<file path="config.mk">
export PLATFORM = sky130hd
export DESIGN_NAME = trace_char_class
export DESIGN_NICKNAME = d
export VERILOG_FILES = /design/src/rtl/cpu_trace_pkg.sv /design/src/rtl/cpu_trace_checker_char_class.sv
export SDC_FILE = /design/constraint.sdc
export NUM_CORES = 1
export LEC_CHECK = 0
export CORE_AREA = 2 2 39 41
export DETAILED_ROUTE_END_ITERATION = 7
export DIE_AREA = 0 0 41 43
export GPL_TIMING_DRIVEN = 1
export PLACE_DENSITY = 0.47
export SLEW_MARGIN = 20
export SYNTH_ARGS = -nofsm -noshare
export SYNTH_HDL_FRONTEND = slang
export SYNTH_SLANG_ARGS = --single-unit
</file>
<file path="constraint.sdc">
create_clock -name vclk -period 2.2
set_input_delay 0.22 -clock vclk [all_inputs]
set_output_delay 0.22 -clock vclk [all_outputs]
set_load 0.05 [all_outputs]
</file>
<file path="src/rtl/cpu_trace_pkg.sv">
// Shared types and constants for the CPU trace line recogniser.
// Holds the FSM state enum, format codes, error bit indices and ASCII constants.
package cpu_trace_pkg;

    typedef enum logic [3:0] {
        ST_IDLE,
        ST_CARET,
        ST_TIME,
        ST_AT,
        ST_PC,
        ST_SEP,
        ST_REGNUM,
        ST_MEMADDR,
        ST_PRE_LT,
        ST_LT,
        ST_POST_EQ,
        ST_DATA
    } state_e;

    typedef enum logic [1:0] {
        FMT_NONE = 2'b00,
        FMT_REG  = 2'b01,
        FMT_MEM  = 2'b10
    } fmt_e;

    localparam int ERR_PC_RANGE   = 0;
    localparam int ERR_PC_ALIGN   = 1;
    localparam int ERR_ADDR_ALIGN = 2;
    localparam int ERR_REG_RANGE  = 3;

    localparam logic [7:0] CH_CARET  = 8'h5e;  // ^
    localparam logic [7:0] CH_AT     = 8'h40;  // @
    localparam logic [7:0] CH_COLON  = 8'h3a;  // :
    localparam logic [7:0] CH_DOLLAR = 8'h24;  // $
    localparam logic [7:0] CH_STAR   = 8'h2a;  // *
    localparam logic [7:0] CH_LT     = 8'h3c;  // <
    localparam logic [7:0] CH_EQ     = 8'h3d;  // =
    localparam logic [7:0] CH_HASH   = 8'h23;  // #
    localparam logic [7:0] CH_SPACE  = 8'h20;
    localparam logic [7:0] CH_0      = 8'h30;
    localparam logic [7:0] CH_9      = 8'h39;
    localparam logic [7:0] CH_LC_A   = 8'h61;
    localparam logic [7:0] CH_LC_F   = 8'h66;

    function automatic int max3(input int a, input int b, input int c);
        int m;
        m = (a > b) ? a : b;
        return (m > c) ? m : c;
    endfunction

endpackage

</file>
<file path="src/rtl/cpu_trace_checker_char_class.sv">
// Combinational character classifier: decimal digit, lowercase hex digit, nibble value.
module trace_char_class
    import cpu_trace_pkg::*;
(
    input  logic [7:0] char,
    output logic       is_dec,
    output logic       is_hex,
    output logic [3:0] nibble
);

    logic is_lc_hex;
    logic [7:0] dec_off;
    logic [7:0] hex_off;

    assign is_dec    = (char >= CH_0) && (char <= CH_9);
    assign is_lc_hex = (char >= CH_LC_A) && (char <= CH_LC_F);
    assign is_hex    = is_dec || is_lc_hex;

    assign dec_off = char - CH_0;
    assign hex_off = char - CH_LC_A + 8'd10;

    always_comb begin
        // NOTE: default first so every path assigns nibble; a missing branch would infer a latch.
        nibble = 4'h0;
        if (is_dec) begin
            nibble = dec_off[3:0];
        end else if (is_lc_hex) begin
            nibble = hex_off[3:0];
        end
    end

endmodule

</file>
==> results.yml <==
sta:
  final_hold_viol_count: 0
  timing.max_slew.rel_slack_pct: 78.34
  unrepaired_setup_endpoints_after_global_routing: "false"
  timing_max_transition_violations_final: 0
  timing.fmax_ghz: 0.4812
  fin_crit_sh_pct: 94.47
  hold_slack_ns: 1.037
  setup_total_negative_slack_ns: 0
  finalCriticalPeriod_ns: 2.078
  number_of_setup_violations_in_the_final_report: 0
  timing_worst_slew_pin_value_ns: 0.3242
status:
  status: "finished, final reports clean"
cells_and_area:
  final_layout_size_suffix_gt1_share_pct: 34.09
  seqCellArea_um2: 0
  num_antenna_cells: 0
  final.fill_count: 155
  area_delta_synth_final_pct: 141.1
  postLayoutCoreUtil_pct: 32.91
  layout_commonest_cell: "clkdlybuf4s50_1"
  layout_common_cells: "clkdlybuf4s50_1 (7), buf_4 (6), buf_12 (5)"
  nFlopsAndLatches: 0
  fin_nets: 58
  clockBufferCount: 0
  finish.instance_area_um2: 455.4
clock_network:
  hold_buffers: 0
setup_path:
  timing_worst_setup_path_type: "input port to output port"
  slowest_stage: "clkdlybuf4s50_1"
  path_delay_family: "buffers and inverters"
  critical_path_arrival_ns: 1.86
  crit_path_cell_trace: "clkdlybuf4s50_1, inv_1, ha_1, or3b_4, nand4_4, nor3b_1, a21o_1, buf_12"
  critical_path.startpoint_type: "input port"
  critical_path_required_time_ns: 1.98
  worst-path-buf-inv: 3
  slowest_delay_ns: 0.50
  cp_max_fanout: 5
  critPathCaptureType: "output port"
route:
  vias: 236
  remaining_drc_errors: 0
  detail_route.wl_per_cell_um: 8.283
  drtPass1Iterations: 2
  finalWirelength_um: 497
  via_per_inst: 3.933
  iter_0_drt_violations: 3
  postRouteAntennaNets: 0
synth:
  netlist_instances: 25
  post_synth.cell_area_avg_um2: 7.557
  netlist_area_um2: 188.9
  syn-num-nets: 37
  yosysSeqAreaShare_pct: 0
  synth_cell_types: 15
  synth.yosys.warnings: 0
die:
  die_area_um2: 1763
  die_y_um: 43
  floorplan.io_pins: 14
  design.core.area_um2: 1384
  die_width_um: 41
  fp-row-count: 14
  floorplan.initialDensity_pct: 13.65
global_routing:
  wire_length_of_the_first_global_routing_pass_um: 931
  grt.overflow.total: 0
  pin_count_of_the_biggest_net_entering_global_routing: 7
  grt_usage_pct: 6.793
  vias_in_the_first_global_route: 238
  antenna_found_initial: 0
run:
  maxCapViolCount: 0
power:
  powerDensity_nw_per_um2: 136.6
  total_power_w: 0.00006220
  leakage_nw: 0.2065
  vdd_ir_drop_max_v: 0.00004573
placement:
  placement.io_buffers: 14
  globalplace.congestion: 0.6097
  placed_area_um2: 441.7
  place.detailed.hpwl_um: 414.1
worst_hold_path:
  min-delay-path-class: "input port to output port"
[area by class of cell]
class,count,area (µm²),share of cell area (%)
Inverter,3,11.26,2.473
Multi-Input combinational cell,22,196.4,43.13
Tap cell,16,20.02,4.396
Timing Repair Buffer,19,227.7,50.00
[power breakdown]
part           switching, W  internal [W]
logic             0.0000287     0.0000335
registers                 0             0
clock network             0             0
total             0.0000287     0.0000335
[layer usage]
layer	vias to the layer above	GRT usage (%)	part of all wire [%]
met1	99	10.76	47
met3	0	1.047	15
met2	12	10.00	38
li1	125	-	-
met4	0	0	0
met5	-	0	0
[worst paths after layout]
kind / cells past startpoint / slack (ns) / endpoint / startpoint
worst max-delay path: 8 / 0.12 / nibble[2] / char[0]
worst min-delay path: 6 / 1.04 / nibble[1] / char[1]
[synthesized netlist by cell type, types with 2 or more instances]
master / instances / area share [%]
ha_1: 4 / 26
inv_1: 3 / 6.0
nand2_1: 2 / 4.0
nor2b_1: 2 / 6.6
nor3b_1: 2 / 7.9
o21ai_0: 2 / 5.3
o21bai_1: 2 / 7.9
[what timing repair did]
item                       in CTS  in global routing
setup endpoints to repair       0                  2
setup buffers                   0                  0
resized for setup               0                  4
[logic make-up after synthesis]
family                   after synthesis  share of synthesized area, %
AO/OA/AOI/OAI                          7                         25.83
adder cells (fa/ha/maj)                4                         26.49
buffers and inverters                  3                         5.960
AND/OR/NAND/NOR                       11                         41.72
[through the flow]
stage / instances / worst slack, ns
3_5_place_dp: 60 / 0.05475
6_report: 60 / 0.1217
5_1_grt: 60 / 0.005467
2_1_floorplan: 25 / 0.01372
3_3_place_gp: 60 / 0.07149
4_1_cts: 60 / 0.05377
[worst min-delay path: cells and delay by family]
| kind | cells | cell delay (ns) |
|---|---|---|
| buf+inv | 4 | 0.49 |
| compound gates | 1 | 0.06 |
| simple gates | 1 | 0.04 |
Power figures use the tool's default switching activity.
